===== config.mk =====
export PLATFORM = sky130hd
export DESIGN_NAME = if_prefetch_unit
export DESIGN_NICKNAME = d
export VERILOG_FILES = /design/src/rtl/if_pkg.sv /design/src/rtl/if_fifo.sv /design/src/rtl/if_prefetch_unit.sv
export SDC_FILE = /design/constraint.sdc
export NUM_CORES = 1
export LEC_CHECK = 0
export BUFFER_PORTS_ARGS = -buffer_cell sky130_fd_sc_hd__buf_2
export CAP_MARGIN = 40
export CELL_PAD_IN_SITES_DETAIL_PLACEMENT = 0
export CELL_PAD_IN_SITES_GLOBAL_PLACEMENT = 1
export CORE_ASPECT_RATIO = 0.8
export CORE_UTILIZATION = 52
export CTS_CLUSTER_SIZE = 30
export DETAILED_ROUTE_END_ITERATION = 10
export PLACE_DENSITY = 0.83
export SYNTH_ARGS = -nofsm -noshare
export SYNTH_HDL_FRONTEND = slang
export SYNTH_SLANG_ARGS = --single-unit

===== constraint.sdc =====
create_clock -name clk -period 6.9 [get_ports clk]
set_input_delay 1.035 -clock clk [delete_from_list [all_inputs] [get_ports clk]]
set_output_delay 1.035 -clock clk [all_outputs]
set_load 0.01 [all_outputs]

===== src/rtl/if_pkg.sv =====
// Shared types and defaults for the instruction-fetch front end:
// fetch FSM state, reset/step constants and the {pc, instr} fetch entry.
package if_pkg;

  typedef enum logic [0:0] {
    FETCH   = 1'b0,
    DISCARD = 1'b1
  } if_state_e;

  localparam logic [31:0] RESET_PC_DEF = 32'h0000_0000;
  localparam logic [31:0] PC_STEP_DEF  = 32'd4;

  typedef struct packed {
    logic [31:0] pc;
    logic [31:0] instr;
  } fetch_entry_t;

endpackage


===== src/rtl/if_fifo.sv =====
// Synchronous prefetch FIFO with clear; push and pop in the same cycle are
// both honoured, including when full.
module if_fifo #(
  parameter int WIDTH = 64,
  parameter int DEPTH = 4
) (
  input  logic                     clk,
  input  logic                     rst,
  input  logic                     i_push,
  input  logic                     i_pop,
  input  logic                     i_clear,
  input  logic [WIDTH-1:0]         i_wdata,
  output logic [WIDTH-1:0]         o_rdata,
  output logic                     o_full,
  output logic                     o_empty,
  output logic [$clog2(DEPTH):0]   o_count
);

  localparam int PTR_W = $clog2(DEPTH);
  localparam int CNT_W = PTR_W + 1;

  logic [WIDTH-1:0] r_mem [DEPTH];
  logic [PTR_W-1:0] r_wr_ptr;
  logic [PTR_W-1:0] r_rd_ptr;
  logic [CNT_W-1:0] r_count;
  logic             w_push;
  logic             w_pop;

  assign o_full  = (r_count == CNT_W'(DEPTH));
  assign o_empty = (r_count == '0);
  assign o_count = r_count;
  assign o_rdata = r_mem[r_rd_ptr];

  assign w_pop  = i_pop & ~o_empty;
  assign w_push = i_push & (~o_full | w_pop);

  // NOTE: state registers use non-blocking assignments so every flop samples
  // pre-edge values regardless of statement order.
  always_ff @(posedge clk) begin
    if (rst || i_clear) begin
      r_wr_ptr <= '0;
      r_rd_ptr <= '0;
      r_count  <= '0;
    end else begin
      if (w_push) r_wr_ptr <= r_wr_ptr + 1'b1;
      if (w_pop)  r_rd_ptr <= r_rd_ptr + 1'b1;
      case ({w_push, w_pop})
        2'b10:   r_count <= r_count + 1'b1;
        2'b01:   r_count <= r_count - 1'b1;
        default: r_count <= r_count;
      endcase
    end
  end

  // NOTE: the storage array is deliberately not reset; the pointers and count
  // define which entries are meaningful, so clearing data would only cost logic.
  always_ff @(posedge clk) begin
    if (w_push) r_mem[r_wr_ptr] <= i_wdata;
  end

endmodule


===== src/rtl/if_prefetch_unit.sv =====
// Instruction-fetch front end: fetch FSM, prefetch FIFO and IF/ID register.
// Define IF_PREFETCH_BYPASS_EN to forward ack data straight to an empty output.
module if_prefetch_unit
  import if_pkg::*;
#(
  parameter int                ADDR_W   = 32,
  parameter int                INSTR_W  = 32,
  parameter int                DEPTH    = 4,
  parameter logic [ADDR_W-1:0] RESET_PC = ADDR_W'(RESET_PC_DEF),
  parameter logic [ADDR_W-1:0] PC_STEP  = ADDR_W'(PC_STEP_DEF)
) (
  input  logic               clk,
  input  logic               rst,
  input  logic               branch_taken,
  input  logic [ADDR_W-1:0]  branch_addr,
  input  logic               flush,
  input  logic               freeze,
  output logic               mem_req,
  output logic [ADDR_W-1:0]  mem_addr,
  input  logic               mem_ack,
  input  logic [INSTR_W-1:0] mem_rdata,
  output logic               out_valid,
  output logic [ADDR_W-1:0]  out_pc,
  output logic [INSTR_W-1:0] out_instr
);

  localparam int CNT_W = $clog2(DEPTH) + 1;
  localparam int ENT_W = ADDR_W + INSTR_W;

  if_state_e          r_state;
  if_state_e          w_state_nxt;
  logic [ADDR_W-1:0]  r_fetch_pc;
  logic [ADDR_W-1:0]  r_hold_addr;
  logic               r_pending;
  logic               r_out_valid;
  logic [ADDR_W-1:0]  r_out_pc;
  logic [INSTR_W-1:0] r_out_instr;

  logic               w_mem_req;
  logic [ADDR_W-1:0]  w_mem_addr;
  logic [ADDR_W-1:0]  w_next_pc;
  logic               w_fetch_ack;
  logic               w_load;
  logic               w_bypass;
  logic               w_push;
  logic               w_pop;
  logic [ENT_W-1:0]   w_fifo_rdata;
  logic               w_fifo_full;
  logic               w_fifo_empty;
  logic [CNT_W-1:0]   w_fifo_count;

  // NOTE: every signal written here gets a default first, so no path through
  // the block can leave one unassigned and infer a latch.
  always_comb begin
    w_mem_req   = 1'b0;
    w_mem_addr  = r_fetch_pc;
    w_state_nxt = r_state;
    case (r_state)
      FETCH: begin
        w_mem_req = r_pending | (w_fifo_count < CNT_W'(DEPTH));
        if (branch_taken && w_mem_req && !mem_ack) w_state_nxt = DISCARD;
      end
      DISCARD: begin
        // The abandoned access must complete at its original address.
        w_mem_req  = 1'b1;
        w_mem_addr = r_hold_addr;
        if (mem_ack) w_state_nxt = FETCH;
      end
      default: w_state_nxt = FETCH;
    endcase
    if (rst) w_mem_req = 1'b0;
  end

  assign w_next_pc   = r_fetch_pc + PC_STEP;
  assign w_fetch_ack = (r_state == FETCH) & w_mem_req & mem_ack & ~branch_taken;
  assign w_load      = ~branch_taken & ~flush & ~freeze;
  assign w_pop       = w_load & ~w_fifo_empty;

`ifdef IF_PREFETCH_BYPASS_EN
  assign w_bypass = w_load & w_fifo_empty & w_fetch_ack;
`else
  assign w_bypass = 1'b0;
`endif

  assign w_push = w_fetch_ack & ~w_bypass & (~w_fifo_full | w_pop);

  if_fifo #(
    .WIDTH (ENT_W),
    .DEPTH (DEPTH)
  ) u_fifo (
    .clk     (clk),
    .rst     (rst),
    .i_push  (w_push),
    .i_pop   (w_pop),
    .i_clear (branch_taken),
    .i_wdata ({w_next_pc, mem_rdata}),
    .o_rdata (w_fifo_rdata),
    .o_full  (w_fifo_full),
    .o_empty (w_fifo_empty),
    .o_count (w_fifo_count)
  );

  always_ff @(posedge clk) begin
    if (rst) begin
      r_state     <= FETCH;
      r_fetch_pc  <= RESET_PC;
      r_hold_addr <= RESET_PC;
      r_pending   <= 1'b0;
    end else begin
      r_state <= w_state_nxt;
      if (branch_taken)     r_fetch_pc <= branch_addr;
      else if (w_fetch_ack) r_fetch_pc <= w_next_pc;
      if (r_state == FETCH) r_hold_addr <= r_fetch_pc;
      r_pending <= (r_state == FETCH) & w_mem_req & ~mem_ack & ~branch_taken;
    end
  end

  always_ff @(posedge clk) begin
    if (rst) begin
      r_out_valid <= 1'b0;
      r_out_pc    <= '0;
      r_out_instr <= '0;
    end else if (branch_taken || flush) begin
      r_out_valid <= 1'b0;
    end else if (!freeze) begin
      if (!w_fifo_empty) begin
        r_out_valid <= 1'b1;
        r_out_pc    <= w_fifo_rdata[ENT_W-1 -: ADDR_W];
        r_out_instr <= w_fifo_rdata[INSTR_W-1:0];
      end else if (w_bypass) begin
        r_out_valid <= 1'b1;
        r_out_pc    <= w_next_pc;
        r_out_instr <= mem_rdata;
      end else begin
        r_out_valid <= 1'b0;
      end
    end
  end

  assign mem_req   = w_mem_req;
  assign mem_addr  = w_mem_addr;
  assign out_valid = r_out_valid;
  assign out_pc    = r_out_pc;
  assign out_instr = r_out_instr;

endmodule

==> results of run 1 <==
## power by group through the flow
stage	Sequential, mW	Combinational, mW	Clock (mW)
finish	2.58	0.193	2.07
global route	2.58	0.210	2.20
CTS	2.58	0.195	2.11
detailed placement	2.63	0.193	0
global placement	2.63	0.180	0
floorplan	2.62	0.116	0
## metrics by stage
step / utilization / total power, mW
after floorplan: - / 2.73
after global routing: 0.625 / 5.00
after CTS: 0.625 / 4.88
after global placement: 0.573 / 2.81
final: 0.625 / 4.84
after detailed placement: 0.581 / 2.82
## sequential cells by signal (all words and copies together), names as in the netlist
| signal | flops |
|---|---|
| out_instr | 32 |
| out_pc | 32 |
| out_valid | 1 |
| r_fetch_pc | 32 |
| r_hold_addr | 32 |
| r_pending | 1 |
| r_state | 1 |
| u_fifo.o_count | 3 |
| u_fifo.r_mem | 256 |
| u_fifo.r_rd_ptr | 2 |
| u_fifo.r_wr_ptr | 2 |
## layout by cell type, fill, tap and decap left out, types with 14 or more instances in the layout
cell,netlist,final
a21oi_1,74,74
mux4_2,64,64
nand3_1,14,14
and2_1,38,34
xnor2_1,34,34
nand2_1,162,162
buf_2,13,166
mux2_2,28,28
clkbuf_1,41,15
xor2_1,22,22
a211oi_1,21,21
nor2_1,46,46
dfxtp_1,138,135
clkbuf_16,0,41
edfxtp_1,256,256
## final cells by class
type / count / area [um2] / area share
Inverter: 15 / 56.3 / 0.00315
Clock buffer: 64 / 1190 / 0.0664
Sequential cell: 394 / 10500 / 0.586
Multi-Input combinational cell: 581 / 4520 / 0.253
Timing Repair Buffer: 181 / 1090 / 0.0612
Clock inverter: 9 / 80.1 / 0.00448
Tap cell: 370 / 463 / 0.0259
## cells by family (layout without fill, tap and decap cells)
logic type,Yosys count,in the layout,synth area share
XOR/XNOR,56,56,0.0321
AND/OR/NAND/NOR,310,310,0.0958
buffers and inverters,79,269,0.0215
multiplexers,95,95,0.117
flip-flops,394,394,0.684
adder cells (fa/ha/maj),7,7,0.00622
AO/OA/AOI/OAI,113,113,0.0440
## worst max path at each step
stage,start,endpoint,slack (ns)
detailed placement,branch_taken,u_fifo.r_mem[3][51],2.96
floorplan,freeze,u_fifo.r_mem[0][0],2.89
global route,branch_taken,u_fifo.o_count[2],3.36
finish,branch_taken,u_fifo.o_count[2],3.52
global placement,branch_taken,u_fifo.r_mem[0][52],2.58
CTS,branch_taken,u_fifo.r_mem[3][54],3.51
## metal layers
metal	GRT usage	up-vias	routed length [um]
met3	0.0388	39	1820
li1	-	4178	-
met4	0.0579	2	537
met2	0.352	259	15500
met5	0	-	13
met1	0.311	4519	14700
## worst reg2reg max path, stage by stage (launching register included)
cell      delay (ns)
dfxtp_2         0.42
buf_12          0.22
nor2b_1         0.29
nand2_1         0.46
a311oi_4        0.53
inv_1           0.08
ha_1            0.22
inv_1           0.09
fa_1            0.19
xor2_1          0.08
or3_1           0.31
a21oi_1         0.15
==> flow_summary.ini, run 1 <==
[synth]
synth.distinct_cells = 45
synth_top_area_frac = 0.503
synth.net_count = 1131
async_flop_share = 0
synth_top_area_cell = edfxtp_1
synth_edf_count = 256
yosysWarnings = 0
ys_top_cells_by_count = edfxtp_1, nand2_1, dfxtp_1, a21oi_1, mux4_2
ys_seq_area_frac = 0.684
synth_most_common_cell = edfxtp_1
synth.area.top_cells = edfxtp_1, dfxtp_1, mux4_2
ys_ff_latch = 394
synth_ff_type = edfxtp_1
synthesis.instances = 1054
syn_area_per_cell_um2 = 14.5
synth_area_mm2 = 0.0153

[clock_tree]
cts.sinks = 394
htreeDepth = 2
cts_buffer_depth = 3
postCtsSetupBuffers = 0
clock_latency_ns = 0.53
ctsHoldBuffers = 0
cts_tree = built
clk_transition_reported_paths_ns = 0.06
cts-root-buf = clkbuf_16
cts_buffers = 40
cts_resized = 0

[die]
fp-row-count = 55
die-area_mm2 = 0.0301
core_area_mm2 = 0.0286
start_util = 0.535
chipHeight_um = 155
dieWidth_um = 194
io-pin-count = 168

[timing]
holdWs_ns = 0.452
fin_crit_sh = 0.489
worstMarginPinSlew_ns = 0.827
setup-violations-final = 0
fin_skew_ns = 0.0150
rsz0062_at_grt = false
period_needed_ns = 3.38
fmax_mhz = 296
finalWorstSetupSlack_ns = 3.52
max_slew_margin = 0.449
tns_ns = 0
hold_viol = 0
slew_viol_final = 0

[setup_path]
crit_chain = buf_2 -> inv_2 -> buf_12 -> nand2_1 -> a311oi_4 -> inv_1 -> ha_1 -> inv_1 -> fa_1 -> xor2_1 -> or3_1 -> a21oi_1
r2r_start = r_state
endpoint_kind = register
path_buf_inv = 5
crit_slowest_cell = a311oi_4
startpoint_type = input pin
r2r_end = u_fifo.o_count[2]
r2r_cells = 11
slowest_delay_ns = 0.51
crit_type = in -> reg
path_max_fanout = 34
cp_top_family = buffers and inverters
arrival_ns = 3.82
cpMostUsedCell = inv_1
regToRegSetupSlack_ns = 3.78
crit_cells = 12
critPathRequiredTime_ns = 7.35

[power_and_ir_drop]
power.share.clock = 0.427
power_density_mw_per_mm2 = 271
p_sw_mw = 0.992
switching_share = 0.205
vdd_ir_drop_max_mv = 0.159
seqPwrFrac = 0.533
p_comb_frac = 0.040
power_leakage_nw = 6.25
p_int_mw = 3.85

[global_routing]
grt_max_degree = 67
antenna_found_initial = 1
grt_usage = 0.219
grt_pass1_vias = 8916
grt_pass1_wl_um = 50800
grt_overflow_total = 0

[routing]
post-route-drc-count = 0
drt_iter0_drc = 670
vias_per_cell = 5.57
ant_nets = 0
dr_total_vias = 8997
postRouteWirelength_um = 32600
routedWlPerCell_um = 20.2
dr.pass1.iters = 5

[flow_run]
max-cap-violations = 0

[worst_hold_path]
hold-path-cell-count = 2
min_path_type = reg -> reg
min_to = out_instr[9]
hold_start = out_instr[9]

[finish]
drive_gt1_frac = 0.280
antenna_cells = 0
final_cells = 1614
nFillCells = 2140
nets = 1290
design_area_mm2 = 0.0179
areaGrowthSynthToFinish_pct = 16.8

[placement]
place_hpwl_um = 20200
dp.cells = 1541
dpl_cell_area_mm2 = 0.0166
gp_congestion = 0.779
port_buffers = 167
pre_cts_ws_ns = 2.96

[run_status]
outcome = finished, final reports clean
No activity file was read; power rests on OpenSTA's default activity.
==> run 2, diff against run 1 <==
--- a/config.mk
+++ b/config.mk
@@ -10,10 +10,10 @@
 export CELL_PAD_IN_SITES_DETAIL_PLACEMENT = 0
 export CELL_PAD_IN_SITES_GLOBAL_PLACEMENT = 1
 export CORE_ASPECT_RATIO = 0.8
-export CORE_UTILIZATION = 52
+export CORE_UTILIZATION = 44
 export CTS_CLUSTER_SIZE = 30
 export DETAILED_ROUTE_END_ITERATION = 10
-export PLACE_DENSITY = 0.83
+export PLACE_DENSITY = 0.75
 export SYNTH_ARGS = -nofsm -noshare
 export SYNTH_HDL_FRONTEND = slang
 export SYNTH_SLANG_ARGS = --single-unit
==> constraint.sdc (replaced) <==
create_clock -name clk -period 3.05 [get_ports clk]
set_input_delay 0.4575 -clock clk [delete_from_list [all_inputs] [get_ports clk]]
set_output_delay 0.4575 -clock clk [all_outputs]
set_load 0.01 [all_outputs]
==> run 2 against run 1 <==
  * Routed wire length rose by 4.1%
  * Non-clock buffer count is 16 higher
  * Power increased by 120%
  * Cell count increased by 6.9%
  * Count of clock-buffer cells in the layout shrank 2
  * Critical path type is now reg -> reg
  * Final area grew 0.97%
  * Sequential share of layout area fell by 0.56 points
  * Critical path depth down 2
==> flow_summary.ini, run 2 (synthesis gave the netlist of run 1 again) <==
[run_status]
outcome = finished, final reports clean

[die]
die-area_mm2 = 0.0355
io-pin-count = 168
chipHeight_um = 169
dieWidth_um = 210
fp-row-count = 60
core_area_mm2 = 0.0339
start_util = 0.451

[timing]
fin_skew_ns = 0.0182
slew_viol_final = 0
fin_crit_sh = 0.871
rsz0062_at_grt = false
tns_ns = 0
setup-violations-final = 0
period_needed_ns = 2.66
max_slew_margin = 0.456
hold_viol = 0
fmax_mhz = 377
worstMarginPinSlew_ns = 0.817

[power_and_ir_drop]
vdd_ir_drop_max_mv = 0.337
p_comb_frac = 0.041
p_int_mw = 8.62
p_sw_mw = 2.27
power_leakage_nw = 6.29
power_density_mw_per_mm2 = 604
power.share.clock = 0.423
switching_share = 0.208
seqPwrFrac = 0.536

[setup_path]
crit_type = reg -> reg
critPathRequiredTime_ns = 3.52
r2r_cells = 10
path_max_fanout = 13
arrival_ns = 3.12
regToRegSetupSlack_ns = 0.39
path_buf_inv = 2
r2r_end = u_fifo.o_count[2]
endpoint_kind = register
r2r_start = u_fifo.o_count[2]
slowest_delay_ns = 0.58
crit_slowest_cell = or4_4
crit_chain = nor3_1 -> or4_4 -> a311oi_4 -> inv_1 -> ha_1 -> inv_1 -> fa_1 -> xor2_1 -> or3_1 -> a21oi_1
cp_top_family = simple AND/OR/NAND/NOR gates
cpMostUsedCell = inv_1
startpoint_type = register

[finish]
layout_commonest_cell = edfxtp_1
final_cell_mix = edfxtp_1, buf_2, nand2_1
regMostFlops = u_fifo.r_mem
design_area_mm2 = 0.0180
largest_register_ffs = 256
drive_gt1_frac = 0.287
areaGrowthSynthToFinish_pct = 17.9
nets = 1306

[worst_hold_path]
hold_start = mem_rdata[4]
hold-path-cell-count = 1
min_path_type = in -> reg
min_to = u_fifo.r_mem[3][4]

[routing]
vias_per_cell = 5.22
post-route-drc-count = 0
dr_total_vias = 8996
routedWlPerCell_um = 19.7
drt_iter0_drc = 563
ant_nets = 0
postRouteWirelength_um = 33900
dr.pass1.iters = 7

[clock_tree]
cts_resized = 0
cts-root-buf = clkbuf_16
htreeDepth = 2
cts.sinks = 394
cts_buffers = 40
cts_tree = built
ctsHoldBuffers = 0
clock_latency_ns = 0.53
clk_transition_reported_paths_ns = 0.07
cts_buffer_depth = 3
postCtsSetupBuffers = 0

[global_routing]
antenna_found_initial = 2
grt_pass1_wl_um = 52500
grt_usage = 0.195
grt_pass1_vias = 9066
grt_max_degree = 67
grt_overflow_total = 0

[placement]
gp_congestion = 0.759
port_buffers = 167
place_hpwl_um = 21500
dpl_cell_area_mm2 = 0.0168

[flow_run]
max-cap-violations = 0
run 2: changes by cell type in the layout (fill, tap and decap cells not counted), sizes merged:
cell and delta:
diode +1, clkinv +3, clkinvlp +1, clkbuf -2, inv -3, buf +16
run 2: worst max-delay path by stage:
stage	end	startpoint	depth (start not counted)	slack [ns]
6_report	u_fifo.o_count[2]	u_fifo.o_count[2]	10	0.39
5_1_grt	u_fifo.o_count[2]	u_fifo.o_count[2]	10	0.24
4_1_cts	u_fifo.o_count[2]	u_fifo.o_count[2]	10	0.38
3_5_place_dp	u_fifo.o_count[2]	freeze	10	0.27
3_3_place_gp	u_fifo.o_count[2]	freeze	10	0.36
2_1_floorplan	u_fifo.r_mem[0][0]	freeze	3	0.30
run 2: worst register-to-register path: stages, from the launching register on:
cell and delay [ns]:
dfxtp_1 0.44, nor3_1 0.12, or4_4 0.58, a311oi_4 0.35, inv_1 0.08, ha_1 0.22
inv_1 0.09, fa_1 0.19, xor2_1 0.08, or3_1 0.31, a21oi_1 0.14
run 2: layout make-up:
cell class / count / area, um2
fill: 2929 / 15900
sequential: 394 / 10500
multi-input combinational: 581 / 4520
timing repair buffer: 197 / 1190
clock buffer: 62 / 1140
tap: 465 / 582
clock inverter: 10 / 77.6
inverter: 15 / 56.3
antenna: 1 / 2.50
run 2: power by group through the flow:
stage / registers, mW / clock network (mW) / logic [mW]
3_3_place_gp: 5.94 / 0 / 0.444
4_1_cts: 5.83 / 4.71 / 0.454
5_1_grt: 5.83 / 4.93 / 0.491
6_report: 5.83 / 4.61 / 0.448
3_5_place_dp: 5.94 / 0 / 0.451
2_1_floorplan: 5.92 / 0 / 0.263
run 2: layer usage:
metal | GRT usage | vias up | share of wire
met5 | 0 | - | 0.00038
met4 | 0.0520 | 2 | 0.021
met3 | 0.0423 | 57 | 0.060
met2 | 0.320 | 234 | 0.48
met1 | 0.263 | 4477 | 0.44
li1 | - | 4226 | -
run 2: per-stage QoR:
step	setup WS (ns)	power, mW	hold slack (ns)	std cells	utilization
6_report	0.395	10.9	0.148	1725	0.531
3_5_place_dp	0.270	6.39	0.444	1652	0.495
3_3_place_gp	0.358	6.38	0.441	1652	0.495
2_1_floorplan	0.301	6.18	0.477	1054	-
5_1_grt	0.243	11.3	0.126	1724	0.531
4_1_cts	0.383	11.0	0.117	1724	0.531
